[src/rtl/hazard_pkg.sv]
// Shared types and constants for the pipeline hazard unit: scoreboard entry layout,
// forwarding-select encodings and the per-operand forwarding priority helper.
package hazard_pkg;

  localparam int REG_ADDR_W = 3;
  localparam int FWD_W      = 2;

  localparam logic [FWD_W-1:0] FWD_RF  = 2'b00;
  localparam logic [FWD_W-1:0] FWD_EX  = 2'b01;
  localparam logic [FWD_W-1:0] FWD_MEM = 2'b10;
  localparam logic [FWD_W-1:0] FWD_WB  = 2'b11;

  typedef struct packed {
    logic                  valid;
    logic [REG_ADDR_W-1:0] rd;
    logic                  wr_en;
    logic                  is_load;
    logic                  sets_flags;
  } sb_entry_t;

  function automatic logic sb_match(input sb_entry_t e, input logic [REG_ADDR_W-1:0] rs);
    return e.valid & e.wr_en & (e.rd == rs);
  endfunction

  // A load in EX has no data yet, so it is skipped here and handled as a load-use stall.
  function automatic logic [FWD_W-1:0] fwd_select(input sb_entry_t ex, input sb_entry_t mem,
                                                   input sb_entry_t wb,
                                                   input logic [REG_ADDR_W-1:0] rs,
                                                   input logic used);
    logic [FWD_W-1:0] sel;
    sel = FWD_RF;
    if (used) begin
      if (sb_match(ex, rs) && !ex.is_load) sel = FWD_EX;
      else if (sb_match(mem, rs))          sel = FWD_MEM;
      else if (sb_match(wb, rs))           sel = FWD_WB;
    end
    return sel;
  endfunction

endpackage

[src/rtl/hazard_scoreboard.sv]
// Three-deep shift register tracking the instructions in EX, MEM and WB.
// A bubble loads an empty entry into EX; reset clears every entry asynchronously.
module hazard_scoreboard
  import hazard_pkg::*;
(
  input  logic      clk,
  input  logic      rst,
  input  logic      i_bubble,
  input  sb_entry_t i_id,
  output sb_entry_t o_ex,
  output sb_entry_t o_mem,
  output sb_entry_t o_wb
);

  sb_entry_t r_ex;
  sb_entry_t r_mem;
  sb_entry_t r_wb;

  always_ff @(posedge clk or posedge rst) begin
    if (rst) begin
      r_ex  <= '0;
      r_mem <= '0;
      r_wb  <= '0;
    end else begin
      r_wb  <= r_mem;
      r_mem <= r_ex;
      r_ex  <= i_bubble ? '0 : i_id;
    end
  end

  assign o_ex  = r_ex;
  assign o_mem = r_mem;
  assign o_wb  = r_wb;

endmodule

[src/rtl/pipeline_hazard_unit.sv]
// Forwarding, load-use/flag stall and branch-flush control for the 5-stage pipeline.
// Optional build macro HAZARD_PERF_CNT_EN adds saturating stall_cnt/flush_cnt outputs.
module pipeline_hazard_unit
  import hazard_pkg::*;
(
  input  logic                  clk,
  input  logic                  rst,
  input  logic                  id_valid,
  input  logic [REG_ADDR_W-1:0] id_rs1,
  input  logic                  id_rs1_used,
  input  logic [REG_ADDR_W-1:0] id_rs2,
  input  logic                  id_rs2_used,
  input  logic [REG_ADDR_W-1:0] id_rd,
  input  logic                  id_wr_en,
  input  logic                  id_is_load,
  input  logic                  id_sets_flags,
  input  logic                  id_uses_flags,
  input  logic                  ex_branch_taken,
  output logic                  stall,
  output logic                  flush_if_id,
  output logic                  flush_id_ex,
  output logic [FWD_W-1:0]      fwd_a_sel,
  output logic [FWD_W-1:0]      fwd_b_sel
`ifdef HAZARD_PERF_CNT_EN
  ,
  output logic [15:0]           stall_cnt,
  output logic [15:0]           flush_cnt
`endif
);

  sb_entry_t w_id_entry;
  sb_entry_t w_ex;
  sb_entry_t w_mem;
  sb_entry_t w_wb;
  logic      w_load_use;
  logic      w_flag_hazard;
  logic      w_hazard;
  logic      w_stall;
  logic      w_flush_if_id;
  logic      w_flush_id_ex;
  logic      w_bubble;

  assign w_id_entry = '{valid:      id_valid,
                        rd:         id_rd,
                        wr_en:      id_wr_en,
                        is_load:    id_is_load,
                        sets_flags: id_sets_flags};

  hazard_scoreboard u_scoreboard (
    .clk      (clk),
    .rst      (rst),
    .i_bubble (w_bubble),
    .i_id     (w_id_entry),
    .o_ex     (w_ex),
    .o_mem    (w_mem),
    .o_wb     (w_wb)
  );

  assign w_load_use = id_valid & w_ex.is_load &
                      ((id_rs1_used & sb_match(w_ex, id_rs1)) |
                       (id_rs2_used & sb_match(w_ex, id_rs2)));

  // Flags are only committed at the end of EX, so a flag producer in EX cannot be bypassed.
  assign w_flag_hazard = id_valid & id_uses_flags & w_ex.valid & w_ex.sets_flags;
  assign w_hazard      = w_load_use | w_flag_hazard;

  // A taken branch squashes the ID instruction, so any stall it would have caused is moot.
  assign w_stall       = w_hazard & ~ex_branch_taken;
  assign w_flush_if_id = ex_branch_taken;
  assign w_flush_id_ex = ex_branch_taken | w_hazard;
  assign w_bubble      = ~id_valid | w_stall | w_flush_id_ex;

  always_comb begin
    stall       = 1'b0;
    flush_if_id = 1'b0;
    flush_id_ex = 1'b0;
    fwd_a_sel   = FWD_RF;
    fwd_b_sel   = FWD_RF;
    if (!rst) begin
      stall       = w_stall;
      flush_if_id = w_flush_if_id;
      flush_id_ex = w_flush_id_ex;
      fwd_a_sel   = fwd_select(w_ex, w_mem, w_wb, id_rs1, id_rs1_used);
      fwd_b_sel   = fwd_select(w_ex, w_mem, w_wb, id_rs2, id_rs2_used);
    end
  end

`ifdef HAZARD_PERF_CNT_EN
  logic [15:0] r_stall_cnt;
  logic [15:0] r_flush_cnt;

  always_ff @(posedge clk or posedge rst) begin
    if (rst) begin
      r_stall_cnt <= '0;
      r_flush_cnt <= '0;
    end else begin
      if (w_stall && r_stall_cnt != 16'hFFFF)       r_stall_cnt <= r_stall_cnt + 16'd1;
      if (w_flush_if_id && r_flush_cnt != 16'hFFFF) r_flush_cnt <= r_flush_cnt + 16'd1;
    end
  end

  assign stall_cnt = r_stall_cnt;
  assign flush_cnt = r_flush_cnt;
`endif

endmodule

[config.mk]
export PLATFORM = sky130hd
export DESIGN_NAME = pipeline_hazard_unit
export DESIGN_NICKNAME = d
export VERILOG_FILES = /design/src/rtl/hazard_pkg.sv /design/src/rtl/hazard_scoreboard.sv /design/src/rtl/pipeline_hazard_unit.sv
export SDC_FILE = /design/constraint.sdc
export NUM_CORES = 1
export LEC_CHECK = 0
export CAP_MARGIN = 5
export CORE_MARGIN = 3
export CORE_UTILIZATION = 45
export DETAILED_ROUTE_END_ITERATION = 7
export DONT_BUFFER_PORTS = 1
export SETUP_SLACK_MARGIN = 0.1
export SLEW_MARGIN = 40
export SYNTH_ARGS = -nofsm -noshare
export SYNTH_HDL_FRONTEND = slang
export SYNTH_SLANG_ARGS = --single-unit
[constraint.sdc]
create_clock -name clk -period 1.94 [get_ports clk]
set_clock_uncertainty 0.05 [all_clocks]
set_input_delay 0 -clock clk [delete_from_list [all_inputs] [get_ports clk]]
set_output_delay 0 -clock clk [all_outputs]
set_load 0.1 [all_outputs]
* Word level (Yosys, flattened, before mapping)
Index checks and enable logic that the tools add are counted. W data, S select, Z words.
Cells by class: equal/unequal tests 6, multiplexer cells 14, bitwise logic cells 24, reduce and logical (&&, ||, !) cells 3
Operator list (number):
- $mux W2 | 10
- $eq A3 B3 Y1 | 6
- $and A1 B1 Y1 | 17
- $mux W7 | 1
- $or A1 B1 Y1 | 5
- $mux W1 | 3
- $logic_and A1 B1 Y1 | 2
- $not A1 Y1 | 2
- $logic_not A1 Y1 | 1
Word-level totals: register bits after elaboration 17, input port bits 19, output and inout port bits 7, word-level logic and storage cells 58

* Longest topological paths before layout
Gate-level depths: netlist of run 1.
depth after elaboration 10, depth in mapped cells 4

* Hierarchy
From an unflattened synthesis of run 1, not the netlist that was laid out.
Second synthesis, totals: cell total of the unflattened synthesis 82, area total of the unflattened synthesis 949.7 um2
By module, submodules not included:
- hazard_scoreboard | times used 1, cells each 29, area an instance 573.0 um2
- pipeline_hazard_unit | times used 1, cells each 53, area an instance 376.6 um2

* Worst setup path before layout of run 1
OpenSTA, ideal clock, no wires.
path type reg2out, start register u_scoreboard.r_wb (netlist bit u_scoreboard.o_wb[5]), end output fwd_b_sel[1], arrival 2.939 ns, data required time 1.890 ns, slack -1.049 ns, cell stages (with the launch flop) 5, buffers on the path 0, path through dfrtp_1 > xor2_1 > nor4_1 > nor2_1 > nor3_1
On the way: word-level cells in the longest chain between the ends 7
RTL lines:
- from (decl) | line hazard_scoreboard.sv:17 | sb_entry_t r_wb;
- from (signal assigned) | line hazard_scoreboard.sv:25 | r_wb <= r_mem;
- $eq A3 B3 Y1 | line hazard_pkg.sv:22 | return e.valid & e.wr_en & (e.rd == rs);
- $and A1 B1 Y1 | line hazard_pkg.sv:22
- $mux W2 | line hazard_pkg.sv:35 | else if (sb_match(wb, rs)) sel = FWD_WB;
- $mux W2 | line hazard_pkg.sv:34 | else if (sb_match(mem, rs)) sel = FWD_MEM;
- $mux W2 | line hazard_pkg.sv:33 | if (sb_match(ex, rs) && !ex.is_load) sel = FWD_EX;
- $mux W2 | line hazard_pkg.sv:32 | if (used) begin
- $mux W2 | line pipeline_hazard_unit.sv:79 | if (!rst) begin
- to (decl) | line pipeline_hazard_unit.sv:23 | output logic [FWD_W-1:0] fwd_b_sel
Every way passes these cells.

* Final worst setup path of run 1
start register u_scoreboard.r_mem (netlist bit u_scoreboard.o_mem[5]), end output fwd_a_sel[0]
On the way: word-level cells in the longest chain between the ends 6
RTL lines:
- from (decl) | line hazard_scoreboard.sv:16 | sb_entry_t r_mem;
- from (signal assigned) | line hazard_scoreboard.sv:26 | r_mem <= r_ex;
- $eq A3 B3 Y1 | line hazard_pkg.sv:22
- $and A1 B1 Y1 | line hazard_pkg.sv:22
- $mux W2 | line hazard_pkg.sv:34
- $mux W2 | line hazard_pkg.sv:33
- $mux W2 | line hazard_pkg.sv:32
- $mux W2 | line pipeline_hazard_unit.sv:79
- to (decl) | line pipeline_hazard_unit.sv:22 | output logic [FWD_W-1:0] fwd_a_sel,
Every way passes these cells.

==> results of run 1 <==
-- state kept, by name, summed over array words and instances, names as in the netlist --
| register | cells |
|---|---|
| u_scoreboard.o_wb | 5 |
| u_scoreboard.o_ex | 7 |
| u_scoreboard.o_mem | 5 |
-- cell type report --
class,count,area (sq um),share of cell area (%)
flip-flops and latches,17,427,35.5
repair buffers,18,199,16.6
clock buffers,3,22.5,1.88
clock inverters,1,7.51,0.625
multi-input cells,59,512,42.6
well taps,24,30.0,2.50
inverters,1,3.75,0.313
-- layer usage --
layer / share of wire, % / vias to the layer above / GRT usage, %
met1: 40 / 295 / 17.7
met3: 5.4 / 2 / 3.98
met5: 0 / - / 0
met4: 0.72 / 0 / 4.27
met2: 53 / 19 / 28.1
li1: - / 321 / -
-- report_power, final --
group	leakage (nW)	switching (mW)	total, mW	internal, mW
Sequential	0.226	0.0119	0.381	0.369
Combinational	0.296	0.0596	0.106	0.0466
Clock	0.0139	0.113	0.192	0.0781
Total	0.536	0.185	0.678	0.494
-- cell usage in the layout (no fill, tap or decap), types with 2 or more instances in the layout --
| cell type | netlist | final |
|---|---|---|
| nor3_4 | 0 | 2 |
| buf_12 | 0 | 2 |
| and3_1 | 2 | 2 |
| buf_4 | 0 | 5 |
| xor2_1 | 12 | 12 |
| xnor2_2 | 0 | 4 |
| a21oi_2 | 1 | 2 |
| dfrtp_1 | 17 | 16 |
| nor2_2 | 0 | 2 |
| dlygate4sd3_1 | 0 | 8 |
| nor3b_1 | 7 | 7 |
| nor4_1 | 4 | 2 |
| nor2_1 | 5 | 3 |
| and4b_1 | 2 | 2 |
| nand2_1 | 5 | 5 |
| xnor2_1 | 6 | 2 |
| nand4_1 | 2 | 2 |
| clkbuf_4 | 0 | 3 |
| buf_8 | 0 | 2 |
-- worst paths after layout --
check | to | slack [ps] | cells after the start
min in group clk | u_scoreboard.o_ex[6] | 80 | 3
max in group asynchronous | u_scoreboard.o_ex[3] | 1340 | 3
setup reg to reg | u_scoreboard.o_ex[4] | 540 | 5
hold / removal | u_scoreboard.o_ex[5] | 20 | 2
setup / recovery | fwd_a_sel[0] | 110 | 5
hold reg to reg | u_scoreboard.o_wb[6] | 330 | 0
-- logic make-up (layout without fill, tap and decap cells) --
logic type	count (synthesis)	in the layout
compound gates	5	5
simple gates	36	36
buf+inv	1	23
flops	17	17
xor+xnor	18	18
-- repair_timing --
action	in CTS	in global routing
gates resized for setup	5	15
buffers inserted	0	1
endpoints found under the hold margin	24	0
endpoints found under the setup margin	3	5
cloned	0	0
pin swaps	0	4
hold buffers	8	0
-- stage by stage --
step / total power [mW] / area (sq um)
after floorplan: 0.452 / 865
after global placement: 0.468 / 981
after detailed placement: 0.470 / 981
after CTS: 0.674 / 1110
after global routing: 0.721 / 1200
final: 0.678 / 1200
-- worst max-delay path, stage by stage, from the launching register on --
cell and delay (ps):
dfrtp_1 420, xor2_1 160, or4_4 530, a21oi_4 160, nor2_2 60, buf_12 160
==> out/metrics.cfg, run 1 <==
[clock_tree]
cts_buffer_depth = 2
htree_levels = 1
root_buffer = clkbuf_4
clock_latency_ps = 280
clk_pin_slew_ps = 100
cts_tree = done
cts_buffers = 3
clkSinkCount = 17

[global_route]
overflow = 0
track_usage_pct = 15.5
grt_pass1_wl_microns = 2910
antenna_found_initial = 0
grt_start_max_net_pins = 15
grt_pass1_vias = 697

[critical_path]
critPathRequiredTime_ps = 1890
end_kind = output pin
startpoint_type = flop
r2r-start = u_scoreboard.o_ex[4]
crit_path_start = u_scoreboard.o_mem[5]
cp_data_arrival_time_ps = 1780
critPathMaxFanout = 3
timing_worst_setup_path_type = flop to output pin

[floorplanning]
die-area_sq_um = 2420
io_pins = 26
core_area_sq_um = 1630
die_w_microns = 49.2
num_rows = 14
fp.dieH_microns = 49.2
start_util_pct = 51.6

[run]
maxCapViolCount = 0

[sta]
finalMaxSlewViolations = 0
rsz0062_at_grt = true
tns_ps = 0
hold_ws_ps = 20.9
worst_slack_ps = 111
fin_crit_sh_pct = 94.3
finalHoldViolations = 0
fmax_mhz = 547
setup_violations = 0
period_minus_slack_ps = 1830
relSlewSlack_pct = 78.6
tightest_slew_ps = 319

[yosys]
ys_ff_latch = 17
synthSimpleGateAreaFrac_pct = 25.7
yosysSeqAreaShare_pct = 50.6
syn_inst = 77
synth_edf_count = 0
yosysWarnings = 0
ys_async_sr_fraction_pct = 100
muxShareOfSynthArea_pct = 0
netlist_area_sq_um = 841
synth_top_family_by_area = simple AND/OR/NAND/NOR gates
synth_flop_cell = dfrtp_1
synth_nets = 96
synth_common_cells = dfrtp_1 (17), xor2_1 (12), nor3b_1 (7), xnor2_1 (6)
netlist.area_leader.share_pct = 50.6
synth.area.top_cells = dfrtp_1 (51%), xor2_1 (12%), nor3b_1 (6.3%)
synth.most_common_cell = dfrtp_1
avgSynthCellArea_sq_um = 10.9
synth.largest_area_cell = dfrtp_1
synth_cell_types = 21
synthXorXnorAreaFrac_pct = 18.7
synth_fa_ha_area_share_pct = 0
synth_compound_area_share_pct = 4.46

[route]
wl_microns = 1800
first_iter_violations = 5
num_vias = 637
postRouteAntennaNets = 0
via_per_inst = 5.18
avgRoutedWirePerCell_microns = 14.6
drc_errors = 0
drt-pass1-iter-count = 4

[power_and_ir_drop]
vdd_ir_drop_max_mv = 0.436
pwr_density_cell_nw_per_um2 = 565
p_leak_nw = 0.536

[cells_and_area]
final_cells = 123
fin_nets = 119
fillers = 123
antenna_cells = 0
area_growth_pct = 42.9
fin_util_pct = 73.7
layout-drive-gt1-share_pct = 30.3

[run_status]
status = completed

[placement]
dpl.cell_count = 110
port_buffers = 0
place_congestion = 0.736
post-place-ws_ps = 374
dp_hpwl_microns = 1350

[worst_hold_path]
hold_class = input pin to async pin

Note: power is estimated with default switching activity, not from simulation.
==> inputs of run 2 (changes only) <==
Settings changed: ABC_AREA set to 1.
==> out/metrics.cfg, run 2 <==
[critical_path]
critPathRequiredTime_ps = 1890  ; about the same
end_kind = output pin
critPathMaxFanout = 3  ; unchanged
cp_data_arrival_time_ps = 1640  ; -140 ps
timing_worst_setup_path_type = flop to output pin
reg2reg_depth = 9  ; +4
ff2ff_setup_slack_ps = 640  ; +100 ps
r2r-end = u_scoreboard.o_ex[0]
startpoint_type = flop
r2r-start = u_scoreboard.o_ex[6]

[global_route]
antenna_found_initial = 0  ; unchanged
grt_pass1_vias = 814  ; +17%
overflow = 0  ; unchanged
grt_start_max_net_pins = 18  ; +3
grt_pass1_wl_microns = 3360  ; +15%
track_usage_pct = 17.8  ; +2.3 points

[route]
via_per_inst = 4.76  ; -8.1%
num_vias = 795  ; +25%
drt-pass1-iter-count = 4  ; unchanged
avgRoutedWirePerCell_microns = 11.4  ; -22%
route.met3.wl_microns = 149  ; +54%
wl_met2_microns = 949  ; -1.5%
first_iter_violations = 14  ; +9
top_layer = met4
wirelength_met1_microns = 765  ; +5.5%
postRouteAntennaNets = 0  ; unchanged
drc_errors = 0  ; unchanged
wl_microns = 1900  ; +5.6%

[sta]
rsz0062_at_grt = true
setup_violations = 0  ; unchanged
hold_ws_ps = 39.1  ; +18.2 ps
period_minus_slack_ps = 1690  ; -141 ps
finalMaxSlewViolations = 0  ; unchanged
fmax_mhz = 592  ; +8.4%
finalHoldViolations = 0  ; unchanged
relSlewSlack_pct = 81.2  ; +2.6 points
fin_crit_sh_pct = 87.0  ; -7.3 points
worst_slack_ps = 252  ; +141 ps
tns_ps = 0  ; unchanged
tightest_slew_ps = 282  ; -37.0 ps

[power_and_ir_drop]
vdd_ir_drop_max_mv = 0.420  ; -3.7%
p_leak_nw = 0.627  ; +17%
pwr_density_cell_nw_per_um2 = 553  ; -2.1%

[clock_tree]
cts_tree = done
cts_buffers = 3  ; unchanged
postCtsSetupBuffers = 0  ; unchanged
clk_pin_slew_ps = 90  ; about the same
htree_levels = 1  ; unchanged
clkSinkCount = 17  ; unchanged
clock_latency_ps = 280  ; about the same
root_buffer = clkbuf_4
cts_buffer_depth = 2  ; unchanged

[yosys]
netlist.area_leader.share_pct = 46.2  ; -4.4 points
synth_edf_count = 0  ; unchanged
synth.largest_area_cell = dfrtp_1
yosysWarnings = 0  ; unchanged
netlist_area_sq_um = 921  ; +9.5%
synth_cell_types = 22  ; +4.8%
avgSynthCellArea_sq_um = 7.61  ; -30%
syn_inst = 121  ; +57%
synth_flop_cell = dfrtp_1
ys_async_sr_fraction_pct = 100  ; unchanged
synth_common_cells = nand2_1 (33), inv_1 (23), dfrtp_1 (17), nor2_1 (14), a21oi_1 (6)
yosysSeqAreaShare_pct = 46.2  ; -4.4 points
synth_nets = 140  ; +46%
synth.most_common_cell = nand2_1
synth.area.top_cells = dfrtp_1 (46%), nand2_1 (13%), inv_1 (9.4%)
ys_ff_latch = 17  ; unchanged

[cells_and_area]
largest_register_ffs = 7  ; unchanged
fin_nets = 162  ; +36%
layout-drive-gt1-share_pct = 19.7  ; -11 points
fillers = 169  ; +37%
final_cell_mix = nand2_1 (33), inv_1 (22), dfrtp_1 (17), nor2_1 (9), dlygate4sd3_1 (9)
mostFrequentLayoutCell = nand2_1
area_growth_pct = 30.8
antenna_cells = 0  ; unchanged
final_cells = 167  ; +36%

[placement]
post-place-ws_ps = 483  ; +109 ps
place_congestion = 0.729  ; -0.86%
dp_hpwl_microns = 1460  ; +8.1%
port_buffers = 0  ; unchanged
dpl.cell_count = 154  ; +40%

[floorplanning]
core_area_sq_um = 1820  ; +12%
die_w_microns = 51.2  ; +4.1%
start_util_pct = 50.6  ; -1.0 points
fp.dieH_microns = 51.2  ; +4.1%
die-area_sq_um = 2630  ; +8.3%
num_rows = 15  ; +1
io_pins = 26  ; unchanged

[run]
maxCapViolCount = 0  ; unchanged

[worst_hold_path]
min_to = u_scoreboard.o_ex[6]
min_path_cells = 5
worstHoldStart = id_valid
hold_class = input pin to flop

[run_status]
status = completed

[run 2: cell types whose count changed in the layout (fill, tap and decap cells not counted), sizes merged, moves of 2 or more]
cell   change
nand2     +29
inv       +23
nor2      +10
nor3b      -7
xor2       -7
nand3      +5
nor4       -4
xnor2      -4
a21oi      +3
and4b      -2
buf        -2
nor2b      -2
or2        +2
or4        -2
[run 2: repair_timing]
action	in CTS	in global routing
gates resized for setup	0	14
endpoints found under the hold margin	24	0
hold buffers	9	0
setup endpoints to repair	0	5
[run 2: cell families after synthesis]
kind of cell / Yosys count / share of synthesized area, %
buffers and inverters: 24 / 9.78
AOI/OAI and AO/OA: 9 / 5.57
xor gates and xnor gates: 7 / 6.66
DFF: 17 / 46.2
and+or+nand+nor: 64 / 31.8
[run 2: report_power, final]
group	total (mW)	leakage [nW]	internal (mW)	switching [mW]
logic	0.110	0.385	0.0448	0.0648
clock network	0.177	0.0150	0.0798	0.0976
registers	0.379	0.227	0.369	0.0108
total	0.666	0.627	0.493	0.173
[run 2: per-stage QoR]
step	power [mW]	util, %	instance area, sq um
detailed placement	0.475	57.1	1040
CTS	0.669	63.5	1160
floorplan	0.457	-	940
global route	0.714	66.2	1200
finish	0.666	66.2	1200
global placement	0.474	57.1	1040
[run 2: how the worst max path moves through the flow]
| stage | start | end | slack [ps] | depth (start not counted) |
|---|---|---|---|---|
| floorplan | u_scoreboard.o_wb[4] | fwd_a_sel[1] | -80 | 4 |
| global placement | u_scoreboard.o_ex[3] | fwd_a_sel[0] | 510 | 9 |
| detailed placement | u_scoreboard.o_wb[2] | fwd_a_sel[1] | 480 | 7 |
| CTS | u_scoreboard.o_wb[2] | fwd_a_sel[1] | 160 | 7 |
| global route | u_scoreboard.o_ex[5] | flush_id_ex | 80 | 11 |
| finish | u_scoreboard.o_wb[5] | fwd_b_sel[0] | 250 | 5 |
[run 2: final cells by class]
class	count	area (sq um)	share of cell area, %
Multi-Input combinational cell	80	445	37.0
Clock buffer	4	26.3	2.18
Tap cell	25	31.3	2.60
Timing Repair Buffer	17	186	15.5
Sequential cell	17	425	35.3
Inverter	24	90.1	7.48
[run 2: layer usage]
layer	track usage (%)	vias to the layer above
li1	-	411
met1	19.5	354
met2	31.3	26
met3	6.41	4
met4	6.55	0
met5	0	-
[run 2: critical path: stages (launching register included)]
cell and delay, ps:
dfrtp_1 410, xor2_1 150, nor3_1 260, nand3_1 140, a21oi_2 150, buf_6 230
==> inputs of run 3 (changes only) <==
Clock period 1.94 ns to 1.73 ns, I/O delays scaled along.
==> out/metrics.cfg, run 3 (synthesis gave the netlist of run 2 again) <==
[placement]
port_buffers = 0  ; unchanged
placed_cell_area_sq_um = 1140  ; +9.9%
dp_hpwl_microns = 1560  ; +6.6%
place_congestion = 0.809  ; +11%

[sta]
tightest_slew_ps = 358  ; +76.4 ps
finalMaxSlewViolations = 0  ; unchanged
fin_crit_sh_pct = 96.6
finalHoldViolations = 0  ; unchanged
fmax_mhz = 598
period_minus_slack_ps = 1670
hold_ws_ps = 9.68  ; -29.4 ps
relSlewSlack_pct = 76.0  ; -5.1 points
setup_violations = 0  ; unchanged
rsz0062_at_grt = true

[clock_tree]
clk_pin_slew_ps = 90  ; about the same
root_buffer = clkbuf_4
clock_latency_ps = 280  ; about the same
htree_levels = 1  ; unchanged
cts_tree = done
cts_buffer_depth = 2  ; unchanged
cts_buffers = 3  ; unchanged
clkSinkCount = 17  ; unchanged

[floorplanning]
io_pins = 26  ; unchanged
start_util_pct = 50.6  ; unchanged
die_w_microns = 51.2  ; unchanged
fp.dieH_microns = 51.2  ; unchanged
die-area_sq_um = 2630  ; unchanged
core_area_sq_um = 1820  ; unchanged
num_rows = 15  ; unchanged

[critical_path]
cpMaxStageDelayCell = dfrtp_1
cp_cell_sequence = nand2_1 > nand2_1 > nor2_2 > nand3_2 > nand2_2 > nand2_4 > nand3_4 > nand2_2 > inv_2 > buf_12
end_kind = output pin
critPathRequiredTime_ps = 1680  ; -210 ps
crit_family = simple AND/OR/NAND/NOR gates
cp_num_buf_inv = 2  ; +1
critPathMaxStageDelay_ps = 440  ; +30 ps
timing_worst_setup_path_type = flop to output pin
startpoint_type = flop
cp_data_arrival_time_ps = 1620  ; -20 ps
critPathMaxFanout = 5  ; +2

[global_route]
grt_pass1_vias = 839  ; +3.1%
grt_pass1_wl_microns = 3680  ; +9.4%
track_usage_pct = 19.3  ; +1.5 points
grt_start_max_net_pins = 17  ; -1
antenna_found_initial = 0  ; unchanged
overflow = 0  ; unchanged

[route]
avgRoutedWirePerCell_microns = 13.1  ; +15%
via_per_inst = 4.98  ; +4.7%
first_iter_violations = 12  ; -2
drt-pass1-iter-count = 2  ; -2
postRouteAntennaNets = 0  ; unchanged
wl_microns = 2200  ; +16%
num_vias = 837  ; +5.3%
drc_errors = 0  ; unchanged

[cells_and_area]
fin_util_pct = 73.2  ; +7.0 points
antenna_cells = 0  ; unchanged
final_cell_mix = nand2_1 (29), inv_1 (21), dfrtp_1 (17), nor2_1 (9), dlygate4sd3_1 (8)
fin_nets = 163  ; +0.62%
multi_input_area_sq_um = 529  ; +19%
seq_area_sq_um = 425  ; unchanged
fillers = 147  ; -13%
mostFrequentLayoutCell = nand2_1
largest_register_ffs = 7  ; unchanged
area_growth_pct = 44.7
fin_area_sq_um = 1330  ; +11%
layout-drive-gt1-share_pct = 28.7  ; +9.0 points

[power_and_ir_drop]
pwr_density_cell_nw_per_um2 = 574  ; +3.8%
vdd_ir_drop_max_mv = 0.579  ; +38%
p_leak_nw = 0.663  ; +5.8%
power_mw = 0.765  ; +15%

[run]
maxCapViolCount = 0  ; unchanged

[worst_hold_path]
hold_class = input pin to async pin

[run_status]
status = completed

run 3: changes by cell type in the layout (fill, tap and decap cells not counted), sizes merged:
cell / before / now
dlygate4sd3: 9 / 8
buf: 8 / 10
run 3: worst paths after layout:
| path | slack, ps | start | endpoint | cells past startpoint |
|---|---|---|---|---|
| max | 60 | u_scoreboard.o_ex[3] | flush_id_ex | 10 |
| min | 10 | rst | u_scoreboard.o_wb[3] | 2 |
| max reg2reg | 430 | u_scoreboard.o_ex[3] | u_scoreboard.o_ex[0] | 8 |
| min reg2reg | 330 | u_scoreboard.o_ex[2] | u_scoreboard.o_mem[2] | 0 |
| max in group asynchronous | 1150 | rst | u_scoreboard.o_ex[3] | 3 |
| min in group clk | 10 | ex_branch_taken | u_scoreboard.o_ex[5] | 3 |
run 3: per-layer routing:
layer / vias to the layer above / GRT usage (%) / part of all wire [%]
met4: 0 / 2.62 / 0.64
met2: 22 / 37.6 / 56
met5: - / 0 / 0
met3: 5 / 5.83 / 5.7
met1: 401 / 20.8 / 37
li1: 409 / - / -
run 3: power breakdown:
group / internal (mW) / switching, mW / total (mW)
sequential: 0.413 / 0.0124 / 0.426
combinational: 0.0532 / 0.0834 / 0.137
clock: 0.0897 / 0.113 / 0.203
total: 0.556 / 0.209 / 0.765
run 3: what timing repair did:
item / in CTS / in global routing
gates resized for setup: 6 / 13
pin swaps: 6 / 9
hold endpoints to repair: 24 / 7
hold buffers: 7 / 1
endpoints found under the setup margin: 6 / 6
setup buffers: 2 / 0
run 3: through the flow:
step | instances | TNS [ps] | setup WS, ps
after floorplan | 121 | 0 | 98.8
after global placement | 154 | 0 | 353
after detailed placement | 154 | 0 | 324
after CTS | 167 | 0 | 40.4
after global routing | 168 | -172 | -81.0
final | 168 | 0 | 58.1
run 3: layout make-up:
type	count	area share [%]
multi-input combinational	80	39.7
sequential	17	31.9
timing repair buffer	18	17.3
inverter	24	6.76
tap	25	2.35
clock buffer	4	1.97
